<file path="src/rtl/branch_redirect_ctrl_if.sv">
// Branch redirect bus: ALU result in, fetch redirect handshake, issue/flush
// control, predictor update and statistics out.
interface branch_redirect_ctrl_if #(
  parameter int unsigned XLEN  = 32,
  parameter int unsigned CNT_W = 16
);
  logic             br_valid;
  logic             br_req;
  logic [XLEN-1:0]  br_jmp;
  logic [XLEN-1:0]  br_pc;
  logic             br_mispredict;
  logic             br_error;
  logic             br_clear;
  logic             stall_issue;
  logic             flush;
  logic             redirect_valid;
  logic [XLEN-1:0]  redirect_pc;
  logic             redirect_ready;
  logic             pred_upd_valid;
  logic [XLEN-1:0]  pred_upd_pc;
  logic             pred_upd_taken;
  logic [CNT_W-1:0] branch_cnt;
  logic [CNT_W-1:0] mispred_cnt;

  // ALU / fetch side
  modport master (
    output br_valid, br_req, br_jmp, br_pc, br_mispredict, br_error, redirect_ready,
    input  br_clear, stall_issue, flush, redirect_valid, redirect_pc,
           pred_upd_valid, pred_upd_pc, pred_upd_taken, branch_cnt, mispred_cnt
  );

  // controller side
  modport slave (
    input  br_valid, br_req, br_jmp, br_pc, br_mispredict, br_error, redirect_ready,
    output br_clear, stall_issue, flush, redirect_valid, redirect_pc,
           pred_upd_valid, pred_upd_pc, pred_upd_taken, branch_cnt, mispred_cnt
  );
endinterface

</file>
<file path="src/rtl/branch_redirect_ctrl.sv">
// Branch redirect controller: latches a resolved branch, flushes the wrong
// path, hands a redirect PC to fetch and releases the ALU result.
//
// state      | meaning
// -----------+---------------------------------------------------------
// S_IDLE     | waiting for a branch result (or 1-cycle bubble on a hit)
// S_FLUSH    | flush held for FLUSH_CYCLES cycles (down-counter)
// S_REDIRECT | redirect_valid held until fetch accepts
// S_RESUME   | br_clear pulse, issue resumes next cycle
module branch_redirect_ctrl #(
  parameter int unsigned     XLEN         = 32,
  parameter int unsigned     IF_INC       = 4,
  parameter int unsigned     FLUSH_CYCLES = 2,
  parameter logic [XLEN-1:0] TRAP_VEC     = XLEN'('h100),
  parameter int unsigned     CNT_W        = 16
) (
  input  logic                  i_clk,
  input  logic                  i_rst,
  branch_redirect_ctrl_if.slave io_bus
);

  localparam int unsigned FCW = (FLUSH_CYCLES > 1) ? $clog2(FLUSH_CYCLES) : 1;

  typedef enum logic [1:0] {S_IDLE, S_FLUSH, S_REDIRECT, S_RESUME} state_t;

  state_t           r_state;
  state_t           w_state_nxt;
  logic [FCW-1:0]   r_flush_cnt;
  logic [XLEN-1:0]  r_target;
  logic             r_bubble;
  logic             r_pred_valid;
  logic [XLEN-1:0]  r_pred_pc;
  logic             r_pred_taken;
  logic [CNT_W-1:0] r_branch_cnt;
  logic [CNT_W-1:0] r_mispred_cnt;
  logic             w_capture;
  logic             w_err;
  logic             w_mis;
  logic             w_ok;

  // next state; a result is captured only in IDLE and not during the hit bubble
  always_comb begin
    w_state_nxt = r_state;
    w_capture   = 1'b0;
    case (r_state)
      S_IDLE: begin
        if (io_bus.br_valid && !r_bubble) begin
          w_capture = 1'b1;
          if (io_bus.br_error || io_bus.br_mispredict) w_state_nxt = S_FLUSH;
        end
      end
      S_FLUSH:    if (r_flush_cnt == '0) w_state_nxt = S_REDIRECT;
      S_REDIRECT: if (io_bus.redirect_ready) w_state_nxt = S_RESUME;
      S_RESUME:   w_state_nxt = S_IDLE;
      default:    w_state_nxt = S_IDLE;
    endcase
  end

  assign w_err = w_capture & io_bus.br_error;
  assign w_mis = w_capture & ~io_bus.br_error & io_bus.br_mispredict;
  assign w_ok  = w_capture & ~io_bus.br_error & ~io_bus.br_mispredict;

  // state register
  always_ff @(posedge i_clk) begin
    if (i_rst) r_state <= S_IDLE;
    else       r_state <= w_state_nxt;
  end

  // flush timer, redirect target, predictor update and statistics
  always_ff @(posedge i_clk) begin
    if (i_rst) begin
      r_flush_cnt   <= '0;
      r_target      <= '0;
      r_bubble      <= 1'b0;
      r_pred_valid  <= 1'b0;
      r_pred_pc     <= '0;
      r_pred_taken  <= 1'b0;
      r_branch_cnt  <= '0;
      r_mispred_cnt <= '0;
    end else begin
      r_bubble     <= w_ok;
      r_pred_valid <= w_ok | w_mis;
      if (w_err || w_mis) r_flush_cnt <= FCW'(FLUSH_CYCLES - 1);
      else if (r_state == S_FLUSH && r_flush_cnt != '0) r_flush_cnt <= r_flush_cnt - FCW'(1);
      if (w_err) r_target <= TRAP_VEC;
      else if (w_mis) r_target <= io_bus.br_req ? io_bus.br_jmp : io_bus.br_pc + XLEN'(IF_INC);
      if (w_ok || w_mis) begin
        r_pred_pc    <= io_bus.br_pc;
        r_pred_taken <= io_bus.br_req;
      end
      if ((w_ok || w_mis) && r_branch_cnt != {CNT_W{1'b1}})
        r_branch_cnt <= r_branch_cnt + CNT_W'(1);
      if ((w_err || w_mis) && r_mispred_cnt != {CNT_W{1'b1}})
        r_mispred_cnt <= r_mispred_cnt + CNT_W'(1);
    end
  end

  assign io_bus.br_clear       = r_bubble | (r_state == S_RESUME);
  assign io_bus.stall_issue    = r_bubble | (r_state != S_IDLE);
  assign io_bus.flush          = (r_state == S_FLUSH);
  assign io_bus.redirect_valid = (r_state == S_REDIRECT);
  assign io_bus.redirect_pc    = (r_state == S_REDIRECT) ? r_target : '0;
  assign io_bus.pred_upd_valid = r_pred_valid;
  assign io_bus.pred_upd_pc    = r_pred_pc;
  assign io_bus.pred_upd_taken = r_pred_taken;
  assign io_bus.branch_cnt     = r_branch_cnt;
  assign io_bus.mispred_cnt    = r_mispred_cnt;

endmodule
</file>
<file path="src/flat_wrapper.sv">
// flat-port wrapper written by rule: the top's interface ports become plain ports
module branch_redirect_ctrl_flat 
#(
  parameter int unsigned     XLEN         = 32,
  parameter int unsigned     IF_INC       = 4,
  parameter int unsigned     FLUSH_CYCLES = 2,
  parameter logic [XLEN-1:0] TRAP_VEC     = XLEN'('h100),
  parameter int unsigned     CNT_W        = 16
)
  (i_clk, i_rst, io_bus_br_valid, io_bus_br_req, io_bus_br_jmp, io_bus_br_pc, io_bus_br_mispredict, io_bus_br_error, io_bus_redirect_ready, io_bus_br_clear, io_bus_stall_issue, io_bus_flush, io_bus_redirect_valid, io_bus_redirect_pc, io_bus_pred_upd_valid, io_bus_pred_upd_pc, io_bus_pred_upd_taken, io_bus_branch_cnt, io_bus_mispred_cnt);
  branch_redirect_ctrl_if #(.XLEN(XLEN), .CNT_W(CNT_W)) io_bus_i ();
  input  logic i_clk;
  input  logic i_rst;
  input wire logic [$bits(io_bus_i.br_valid)-1:0] io_bus_br_valid;
  input wire logic [$bits(io_bus_i.br_req)-1:0] io_bus_br_req;
  input wire logic [$bits(io_bus_i.br_jmp)-1:0] io_bus_br_jmp;
  input wire logic [$bits(io_bus_i.br_pc)-1:0] io_bus_br_pc;
  input wire logic [$bits(io_bus_i.br_mispredict)-1:0] io_bus_br_mispredict;
  input wire logic [$bits(io_bus_i.br_error)-1:0] io_bus_br_error;
  input wire logic [$bits(io_bus_i.redirect_ready)-1:0] io_bus_redirect_ready;
  output wire logic [$bits(io_bus_i.br_clear)-1:0] io_bus_br_clear;
  output wire logic [$bits(io_bus_i.stall_issue)-1:0] io_bus_stall_issue;
  output wire logic [$bits(io_bus_i.flush)-1:0] io_bus_flush;
  output wire logic [$bits(io_bus_i.redirect_valid)-1:0] io_bus_redirect_valid;
  output wire logic [$bits(io_bus_i.redirect_pc)-1:0] io_bus_redirect_pc;
  output wire logic [$bits(io_bus_i.pred_upd_valid)-1:0] io_bus_pred_upd_valid;
  output wire logic [$bits(io_bus_i.pred_upd_pc)-1:0] io_bus_pred_upd_pc;
  output wire logic [$bits(io_bus_i.pred_upd_taken)-1:0] io_bus_pred_upd_taken;
  output wire logic [$bits(io_bus_i.branch_cnt)-1:0] io_bus_branch_cnt;
  output wire logic [$bits(io_bus_i.mispred_cnt)-1:0] io_bus_mispred_cnt;
  assign io_bus_i.br_valid = io_bus_br_valid;
  assign io_bus_i.br_req = io_bus_br_req;
  assign io_bus_i.br_jmp = io_bus_br_jmp;
  assign io_bus_i.br_pc = io_bus_br_pc;
  assign io_bus_i.br_mispredict = io_bus_br_mispredict;
  assign io_bus_i.br_error = io_bus_br_error;
  assign io_bus_i.redirect_ready = io_bus_redirect_ready;
  assign io_bus_br_clear = io_bus_i.br_clear;
  assign io_bus_stall_issue = io_bus_i.stall_issue;
  assign io_bus_flush = io_bus_i.flush;
  assign io_bus_redirect_valid = io_bus_i.redirect_valid;
  assign io_bus_redirect_pc = io_bus_i.redirect_pc;
  assign io_bus_pred_upd_valid = io_bus_i.pred_upd_valid;
  assign io_bus_pred_upd_pc = io_bus_i.pred_upd_pc;
  assign io_bus_pred_upd_taken = io_bus_i.pred_upd_taken;
  assign io_bus_branch_cnt = io_bus_i.branch_cnt;
  assign io_bus_mispred_cnt = io_bus_i.mispred_cnt;
  branch_redirect_ctrl #(.XLEN(XLEN), .IF_INC(IF_INC), .FLUSH_CYCLES(FLUSH_CYCLES), .TRAP_VEC(TRAP_VEC), .CNT_W(CNT_W)) u_core (.i_clk(i_clk), .i_rst(i_rst), .io_bus(io_bus_i));
endmodule
</file>
<file path="config.mk">
export PLATFORM = sky130hd
export DESIGN_NAME = branch_redirect_ctrl_flat
export DESIGN_NICKNAME = d
export VERILOG_FILES = /design/src/rtl/branch_redirect_ctrl_if.sv /design/src/rtl/branch_redirect_ctrl.sv /design/src/flat_wrapper.sv
export SDC_FILE = /design/constraint.sdc
export NUM_CORES = 1
export LEC_CHECK = 0
export ABC_CLOCK_PERIOD_IN_PS = 2230
export CORE_ASPECT_RATIO = 0.5
export CORE_UTILIZATION = 46
export CTS_CLUSTER_SIZE = 8
export DETAILED_ROUTE_END_ITERATION = 8
export PLACE_DENSITY_LB_ADDON = 0.1
export SYNTH_ARGS = -nofsm -noshare
export SYNTH_HDL_FRONTEND = slang
export SYNTH_SLANG_ARGS = --single-unit
</file>
<file path="constraint.sdc">
create_clock -name i_clk -period 2.23 [get_ports i_clk]
set_input_delay 0.446 -clock i_clk [delete_from_list [all_inputs] [get_ports i_clk]]
set_output_delay 0.446 -clock i_clk [all_outputs]
set_load 0.03 [all_outputs]
</file>
==> results of run 1 <==
## cells in the mapped netlist (9+ instances only)
library cell	instances	area share (%)
o211ai_1	14	2.0
nand3_1	23	2.2
nand2_1	91	6.6
nor3_1	12	1.2
o22ai_1	9	1.1
and2_1	38	4.6
xnor2_1	25	4.2
a21oi_1	65	6.3
inv_1	9	0.65
clkbuf_1	33	2.4
nand4_1	22	2.7
nand3b_1	13	1.9
and3_1	19	2.3
xor2_1	32	5.4
dfxtp_1	102	39
nor2_1	54	3.9
## layer usage
metal	wire, µm	up-vias	track usage (%)
met4	197	0	7.86
li1	-	2608	-
met3	747	20	5.65
met5	0	-	0
met2	7220	144	45.6
met1	6490	2436	30.7
## how the worst min path moves through the flow
stage,from,end,slack [ns],cells past startpoint
floorplan,u_core.r_target[4],u_core.r_target[4],0.43,2
global placement,u_core.r_target[4],u_core.r_target[4],0.43,2
detailed placement,u_core.io_bus.pred_upd_pc[4],u_core.io_bus.pred_upd_pc[4],0.45,2
CTS,i_rst,u_core.io_bus.pred_upd_pc[0],0.37,2
global route,i_rst,u_core.io_bus.pred_upd_pc[1],0.38,2
finish,i_rst,u_core.r_target[8],0.38,2
## power by group through the flow
stage | Clock [mW] | Sequential, mW | Combinational (mW)
after global placement | 0 | 2.11 | 1.58
after floorplan | 0 | 2.27 | 0.742
final | 1.83 | 2.08 | 1.60
after CTS | 1.85 | 2.08 | 1.60
after global routing | 1.92 | 2.10 | 1.75
after detailed placement | 0 | 2.12 | 1.60
## state kept, by name, indices dropped and copies added, names as in the netlist
register / flops
u_core.io_bus.pred_upd_pc: 32
u_core.r_target: 32
u_core.io_bus.branch_cnt: 16
u_core.io_bus.mispred_cnt: 16
u_core.r_state: 2
u_core.io_bus.pred_upd_taken: 1
u_core.io_bus.pred_upd_valid: 1
u_core.r_bubble: 1
u_core.r_flush_cnt: 1
## cell families (layout without fill, tap and decap cells)
kind of cell,count (synthesis),count (layout),synth area share [%]
compound gates,111,111,12.6
xor+xnor,57,57,9.65
fa+ha+maj,8,8,1.94
buf+inv,46,251,3.56
flops,102,102,39.5
mux,7,7,1.36
simple gates,305,305,31.4
## area by class of cell
class / instances / area, µm²
Clock buffer: 11 / 243
Tap cell: 140 / 175
Clock inverter: 5 / 106
Fill cell: 851 / 2950
Inverter: 9 / 33.8
Timing Repair Buffer: 226 / 2070
Multi-Input combinational cell: 488 / 2960
Sequential cell: 102 / 2040
## stage by stage
stage / setup WS (ns) / area, µm² / util, % / TNS, ns / total power [mW]
5_1_grt: 0.00559 / 7630 / 72.1 / 0 / 5.77
3_5_place_dp: -0.206 / 7270 / 68.8 / -1.68 / 3.72
3_3_place_gp: -0.196 / 7270 / 68.8 / -1.25 / 3.69
2_1_floorplan: 0.285 / 5170 / - / 0 / 3.01
4_1_cts: 0.0350 / 7620 / 72.1 / 0 / 5.53
6_report: 0.106 / 7630 / 72.1 / 0 / 5.51
==> summary.md, run 1 <==
| Metric | Value |
|---|---|
| GRT overflow | `0` |
| Post-DP HPWL | `10700 µm` |
| Final period util | `95.3%` |
| Most common cell after layout, fill and taps aside | `clkdlybuf4s50_1` |
| Resized Gates After CTS | `1` |
| Clock Sinks | `102` |
| Max Clock Skew | `0.00590 ns` |
| Max cap viols | `0` |
| Vias | `5208` |
| Worst EP required | `1.78 ns` |
| Vias in the first global route | `4951` |
| Port-buffer cells | `172` |
| Clk_lat worst skew | `0.35 ns` |
| Slowest CP cell | `clkdlybuf4s50_1` |
| Pin count of the biggest net entering global routing | `45` |
| Reg power frac | `37.7%` |
| Worst hold slack | `0.377 ns` |
| Clk slew on worst S/H paths | `0.07 ns` |
| Antenna violations before repair | `0` |
| Inst Count DP | `965` |
| Startpoint Class | `flop` |
| Most frequent cells in the layout | `clkdlybuf4s50_1 (136), dfxtp_1 (102), nand2_1 (91)` |
| CP max stage delay | `0.69 ns` |
| Worst slew pin tran | `0.472 ns` |
| Synth unique cells | `47` |
| Drt pass-1 iters | `6` |
| Clk pwr share | `33.2%` |
| First-pass GRT wire length | `23900 µm` |
| Crit-path cells | `inv_1, ha_1, clkdlybuf4s50_1` |
| Crit path launch | `u_core.r_state[1]` |
| Highest clock rate | `471 MHz` |
| DRT antenna net count | `0` |
| Relative slew margins | `68.5%` |
| CTS Hold Bufs | `0` |
| Pwr dens | `722 nW/µm²` |
| Die ar. | `11700 µm²` |
| Peak fanout along the critical path | `4` |
| Register area share after synthesis | `39.5%` |
| Peak VDD IR | `0.423 mV` |
| Primary FF master, synth | `dfxtp_1` |
| Avg Cell Area, Syn | `8.13 µm²` |
| Core Area | `10600 µm²` |
| Fin nets | `915` |
| RSZ-0062 raised after global routing | `false` |
| Worst setup path endpoint | `io_bus_flush` |
| Worst Path Arrival | `1.68 ns` |
| Crit path capture type | `primary output` |
| Lkg Pwr | `2.90 nW` |
| Wire per inst | `14.9 µm` |
| H-tree levels | `3` |
| Status | `complete, but fails checks` |
| Clk root buf | `clkbuf_16` |
| Worst path top cell family by delay | `buffers and inverters` |
| Post-CTS Setup Inserts | `0` |
| Yosys warning total | `0` |
| Switch Pwr | `1.73 mW` |
| Critical path type | `reg -> out` |
| R2r endpoint | `u_core.r_target[22]` |
| Reg2Reg Setup Slack | `0.22 ns` |
| Async set-reset flop share out of synthesis | `0%` |
| Drt total wl | `14700 µm` |
| Syn_nets | `715` |
| Die Wd | `152 µm` |
| Post-synth EDFFs | `0` |
| Fin. Hold Viols | `0` |
| Final period demand of the worst path | `2.12 ns` |
| Remaining routing DRC violations | `9` |
| Internal | `3.78 mW` |
| Crit path depth | `3` |
| Ports | `173` |
| Crit path buf inv count | `2` |
| Gr usage total | `25.5%` |
| Final setup fails | `0` |
| Max Root-Sink Buffers | `2` |
| Gate Count Post-Synth | `636` |
| Die H | `77.0 µm` |
| Synth-to-Final Area Change | `47.5%` |
| GPL Wtd Cong | `0.881` |
| CTS tree | `done` |
| Sw Share | `31.4%` |
| Worst hold path class | `in -> reg` |
| Max Transition Viols Final | `0` |
| Final Instance Count excl. Fillers | `981` |
| Starting density of the core | `48.9%` |
| Logic pwr share | `29.1%` |
| R2R depth | `8` |
| RR Startpoint | `u_core.r_state[0]` |
| CTS buffer count | `9` |
| # rows | `26` |
| DRT iter0 DRCs | `284` |
| # diodes | `0` |
| Via/cell ratio | `5.31` |
| Mapped Area | `5170 µm²` |
| Failing checks | `design-rule violations` |
| Share of post-route cells with drive strength above 1 | `14.1%` |
| FF+latch count, synth | `102` |
No activity file was read; power rests on OpenSTA's default activity.
==> run 2, diff against run 1 <==
--- a/config.mk
+++ b/config.mk
@@ -6,6 +6,7 @@
 export NUM_CORES = 1
 export LEC_CHECK = 0
 export ABC_CLOCK_PERIOD_IN_PS = 2230
+export CAP_MARGIN = 5
 export CORE_ASPECT_RATIO = 0.5
 export CORE_UTILIZATION = 46
 export CTS_CLUSTER_SIZE = 8
==> results of run 2 <==
Final layout, timing and power as in run 1 (identical DEF).
